**config.mk**
```make
export PLATFORM = sky130hd
export DESIGN_NAME = pixel_frame_streamer
export DESIGN_NICKNAME = d
export VERILOG_FILES = /design/src/rtl/pixel_frame_streamer.sv
export SDC_FILE = /design/constraint.sdc
export NUM_CORES = 1
export LEC_CHECK = 0
export BUFFER_PORTS_ARGS = -buffer_cell sky130_fd_sc_hd__buf_2
export CORE_AREA = 2 2 82 76
export DETAILED_ROUTE_END_ITERATION = 10
export DIE_AREA = 0 0 84 78
export PLACE_DENSITY = 0.81
export SYNTH_ARGS = -nofsm -noshare
export SYNTH_HDL_FRONTEND = slang
export SYNTH_SLANG_ARGS = --single-unit
```
**constraint.sdc**
```tcl
create_clock -name r_clk -period 2.4 [get_ports r_clk]
set_input_delay 0.24 -clock r_clk [delete_from_list [all_inputs] [get_ports r_clk]]
set_output_delay 0.24 -clock r_clk [all_outputs]
set_load 0.005 [all_outputs]
```
**src/rtl/pixel_frame_streamer.sv**
```systemverilog
// Raster-order frame source: reads RGB888 pixels from a synchronous-read frame memory and
// streams them one per cycle with inter-row gaps and a level stall. Option: BORDER_PAD_EN.
module pixel_frame_streamer #(
  parameter int unsigned ROW_SIZE = 512,
  parameter int unsigned NUM_ROWS = 512,
  parameter int unsigned ADDR_W   = 18,
  parameter int unsigned LINE_GAP = 4
) (
  input  logic              r_clk,
  input  logic              r_rst,
  input  logic              start,
  input  logic              hold,
  output logic              mem_rd_en,
  output logic [ADDR_W-1:0] mem_addr,
  input  logic [23:0]       mem_rdata,
  output logic [23:0]       pixel_data,
  output logic              pixel_valid,
  output logic              busy,
  output logic              frame_done
);

`ifdef BORDER_PAD_EN
  localparam int unsigned TotalRows = NUM_ROWS + 2;
`else
  localparam int unsigned TotalRows = NUM_ROWS;
`endif

  localparam int unsigned ColW       = (ROW_SIZE > 1) ? $clog2(ROW_SIZE) : 1;
  localparam int unsigned RowW       = (TotalRows > 1) ? $clog2(TotalRows) : 1;
  localparam int unsigned GapW       = (LINE_GAP > 1) ? $clog2(LINE_GAP) : 1;
  localparam int unsigned GapLastInt = (LINE_GAP > 0) ? LINE_GAP - 1 : 0;

  localparam logic [ColW-1:0] ColLast = ColW'(ROW_SIZE - 1);
  localparam logic [RowW-1:0] RowLast = RowW'(TotalRows - 1);
  localparam logic [GapW-1:0] GapLast = GapW'(GapLastInt);

  typedef enum logic [1:0] {StIdle, StIssue, StGap, StDrain} state_e;

  state_e              r_state, w_state_d;
  logic [ColW-1:0]     r_col, w_col_d;
  logic [RowW-1:0]     r_row, w_row_d;
  logic [ADDR_W-1:0]   r_row_base, w_row_base_d;
  logic [GapW-1:0]     r_gap_cnt, w_gap_cnt_d;
  logic                r_rd_pend;
  logic                r_pixel_valid;
  logic [23:0]         r_pixel_data;
  logic                r_frame_done, w_frame_done_d;
  logic                w_issue;
  logic                w_last_row;
  logic                w_advance_base;

  assign w_last_row = (r_row == RowLast);

`ifdef BORDER_PAD_EN
  // Padded rows 0/1 share source row 0 and the last two share NUM_ROWS-1.
  assign w_advance_base = (r_row != '0) && (r_row < RowW'(NUM_ROWS));
`else
  assign w_advance_base = 1'b1;
`endif

  always_comb begin
    w_state_d      = r_state;
    w_col_d        = r_col;
    w_row_d        = r_row;
    w_row_base_d   = r_row_base;
    w_gap_cnt_d    = r_gap_cnt;
    w_issue        = 1'b0;
    w_frame_done_d = 1'b0;
    unique case (r_state)
      StIdle: begin
        if (start) w_state_d = StIssue;
      end
      StIssue: begin
        w_issue = !hold;
        if (w_issue) begin
          if (r_col == ColLast) begin
            w_col_d = '0;
            if (w_last_row) begin
              w_state_d = StDrain;
            end else begin
              w_row_d = r_row + RowW'(1);
              if (w_advance_base) w_row_base_d = r_row_base + ADDR_W'(ROW_SIZE);
              if (LINE_GAP != 0) begin
                w_state_d   = StGap;
                w_gap_cnt_d = '0;
              end
            end
          end else begin
            w_col_d = r_col + ColW'(1);
          end
        end
      end
      StGap: begin
        if (r_gap_cnt == GapLast) w_state_d = StIssue;
        else w_gap_cnt_d = r_gap_cnt + GapW'(1);
      end
      StDrain: begin
        // The last read's data is in the output register once no read is pending.
        if (!r_rd_pend) begin
          w_state_d      = StIdle;
          w_frame_done_d = 1'b1;
          w_row_d        = '0;
          w_col_d        = '0;
          w_row_base_d   = '0;
        end
      end
    endcase
  end

  always_ff @(posedge r_clk) begin
    if (r_rst) begin
      r_state       <= StIdle;
      r_col         <= '0;
      r_row         <= '0;
      r_row_base    <= '0;
      r_gap_cnt     <= '0;
      r_rd_pend     <= 1'b0;
      r_pixel_valid <= 1'b0;
      r_pixel_data  <= '0;
      r_frame_done  <= 1'b0;
    end else begin
      r_state       <= w_state_d;
      r_col         <= w_col_d;
      r_row         <= w_row_d;
      r_row_base    <= w_row_base_d;
      r_gap_cnt     <= w_gap_cnt_d;
      r_rd_pend     <= w_issue;
      r_pixel_valid <= r_rd_pend;
      if (r_rd_pend) r_pixel_data <= mem_rdata;
      r_frame_done  <= w_frame_done_d;
    end
  end

  assign mem_rd_en   = w_issue;
  assign mem_addr    = r_row_base + ADDR_W'(r_col);
  assign pixel_data  = r_pixel_data;
  assign pixel_valid = r_pixel_valid;
  assign busy        = (r_state != StIdle);
  assign frame_done  = r_frame_done;

endmodule

```
==> reports/metrics.yaml <==
route:
  via_per_inst: 5.33
  vias: 2371
  post_drt_wl_per_cell_microns: 13.3
  firstDrtPassIters: 4
  routed_wl_microns: 5930
  drc: 0
  ant_nets: 0
  initialDrtViolationCount: 110
sta:
  finalHoldViolations: 0
  maxSlewViolCount: 0
  period_share_pct: 97.3
  tightest_slew_ns: 0.700
  slew_headroom_pct: 53.3
  period_minus_slack_ns: 2.34
  tns_ns: 0
  fin_worst_skew_ns: 0.00740
  grt_setup_unrepaired: "true"
  finalSetupViolations: 0
  max_freq_mhz: 428
run_status:
  outcome: "complete, no violations"
worst_hold_path:
  hold_class: "input port to flop"
clock_tree:
  clock-sinks: 58
  cts_setup_buffers: 0
  cts_tree: "yes"
  clockBufferDepth: 2
  root_buffer: "clkbuf_8"
  cts_made_buffers: 9
  insertion_delay_ns: 0.34
  clkTransAtPathRegs_ns: 0.06
  cts_htree_levels: 3
floorplan:
  initial_utilization_pct: 46.7
  io_pins: 74
  rows: 26
  dieArea_sq_um: 6550
  die_x_microns: 84
  core_sq_um: 5630
  die_y_microns: 78
synth:
  syn_nets: 325
  ys_ff_latch: 58
  synth-edff-count: 0
  async_flop_share_pct: 0
  syn_inst: 290
  yosysUniqueCellTypes: 41
  netlist_area_sq_um: 2630
  ys.warnings.count: 0
  postSynthAreaPerCell_sq_um: 9.06
  ys.flop_type: "dfxtp_1"
  ys_seq_area_share_pct: 44.2
pwr:
  combPwrFrac_pct: 5.7
  switching_power_w: 0.000441
  vdd_drop_max_mv: 0.436
  pwr-share-clk_pct: 47.5
  swShare_pct: 20.8
  internal_power_w: 0.00167
  seq_power_share_pct: 46.8
  cellPowerDensity_nw_per_um2: 626
  leakagePower_nw: 1.48
grt:
  grt_use_met2_pct: 29.7
  grt_use_met1_pct: 23.7
  grt_max_degree: 40
  antenna_found_initial: 0
  grt_overflow: 0
  grt_pass1_wl_microns: 10100
  grt_pass1_vias: 2318
  grt-busiest-layer: "met2"
  grtUsageMet3_pct: 7.77
  grt_util_all_layers_pct: 19.1
layout:
  fin_area_sq_um: 3380
  layout-drive-gt1-share_pct: 30.7
  nets: 406
  antennaDiodeCount: 0
  fill_cells: 509
  area_growth_pct: 28.5
place:
  io_buffers: 73
  hpwl_microns: 4180
  placed_area_sq_um: 3140
  gp_congestion: 0.844
setup_path:
  worst-endpoint-required_ns: 2.66
  cp-start-kind: "flop"
  critPathKind: "flop to flop"
  critPathArrivalTime_ns: 2.59
  crit_path_max_fanout: 4
  endpoint_kind: "flop"
run:
  maxCapViolCount: 0
[final timing paths]
kind	from	end	slack (ns)	cells after the start
max reg2reg	r_row[1]	r_row[5]	0.06	8
min reg2reg	pixel_data[13]	pixel_data[13]	0.49	2
max	r_row[1]	r_row[5]	0.06	8
min	mem_rdata[6]	pixel_data[6]	0.13	3
[logic make-up (layout without fill, tap and decap cells)]
group	after synthesis	count (layout)	share of synthesized area [%]
adder cells (fa/ha/maj)	7	7	3.33
XOR/XNOR	24	24	8.00
multiplexers	26	26	9.90
flip-flops	58	58	44.2
other	1	1	0.143
buffers and inverters	25	110	3.71
AND/OR/NAND/NOR	111	111	21.0
AO/OA/AOI/OAI	38	38	9.71
[metrics by stage]
step | util [%] | hold slack (ns) | instances | total power, W | setup slack (ns)
floorplan | - | 0.325 | 290 | 0.00107 | 0.0307
global placement | 55.8 | 0.466 | 430 | 0.00113 | 0.0745
detailed placement | 55.8 | 0.474 | 430 | 0.00113 | 0.0158
CTS | 59.7 | 0.119 | 445 | 0.00214 | 0.0214
global route | 60.0 | 0.121 | 445 | 0.00220 | -0.0399
finish | 60.0 | 0.134 | 445 | 0.00211 | 0.0639
[layer usage]
| layer | up-vias | part of all wire, % |
|---|---|---|
| met5 | - | 0 |
| met4 | 0 | 1.5 |
| met3 | 10 | 7.7 |
| met2 | 89 | 45 |
| met1 | 1104 | 46 |
| li1 | 1168 | - |
[layout make-up]
cell class	instances	area, sq um	share of cell area, %
multi-input cells	207	1390	41.0
repair buffers	93	515	15.3
clock inverters	2	60.1	1.78
clock buffers	13	159	4.70
inverters	2	7.51	0.222
flip-flops and latches	58	1160	34.4
well taps	70	87.6	2.59
[power by group through the flow]
stage               clock network [W]  registers, W  logic (W)
global placement                    0       0.00101   0.000118
floorplan                           0       0.00101  0.0000639
detailed placement                  0       0.00101   0.000121
CTS                           0.00103      0.000988   0.000121
global route                  0.00107      0.000990   0.000134
finish                        0.00100      0.000989   0.000121
[synth_stat cells (all sizes together) (4+ instances only)]
cell / number / area, sq um
nor3: 5 / 25.0
nand2: 10 / 37.5
nor2: 49 / 184
mux2i: 26 / 260
nand3: 10 / 50.1
ha: 7 / 87.6
nor4: 4 / 25.0
dfxtp: 58 / 1160
clkbuf: 20 / 75.1
xor2: 9 / 78.8
a21o: 4 / 30.0
a21oi: 12 / 60.1
or4: 4 / 30.0
a211oi: 5 / 37.5
xnor2: 15 / 131
nand4: 11 / 68.8
[flip-flops by register name, summed over array words and instances (netlist names)]
register and flops:
r_state 2, r_col 9, frame_done 1, r_row_base 9, r_gap_cnt 2, r_rd_pend 1
r_row 9, pixel_valid 1, pixel_data 24
[timing repair]
item	4_1_cts	5_1_grt
setup endpoints to repair	1	8
resized for setup	0	7
hold buffers	0	0
pin swaps	1	4
[worst max-delay path: stages (launching register included)]
cell     delay (ns)
dfxtp_2        0.34
ha_2           0.18
nand3_1        0.08
nor3_1         0.05
ha_2           0.18
or4b_4         0.57
a21bo_4        0.24
or4_1          0.50
a21oi_1        0.13
[cells in the final DEF (no fill, tap or decap), types with 5 or more instances in the layout]
cell / count
mux2i_1: 26
dfxtp_1: 56
clkbuf_8: 11
xnor2_1: 15
nor3_1: 5
xor2_1: 9
a21oi_1: 12
a211oi_1: 5
nor2_1: 49
nand2_1: 10
buf_4: 20
nand3_1: 10
nand4_1: 11
buf_2: 73
Note: power is estimated with default switching activity, not from simulation.
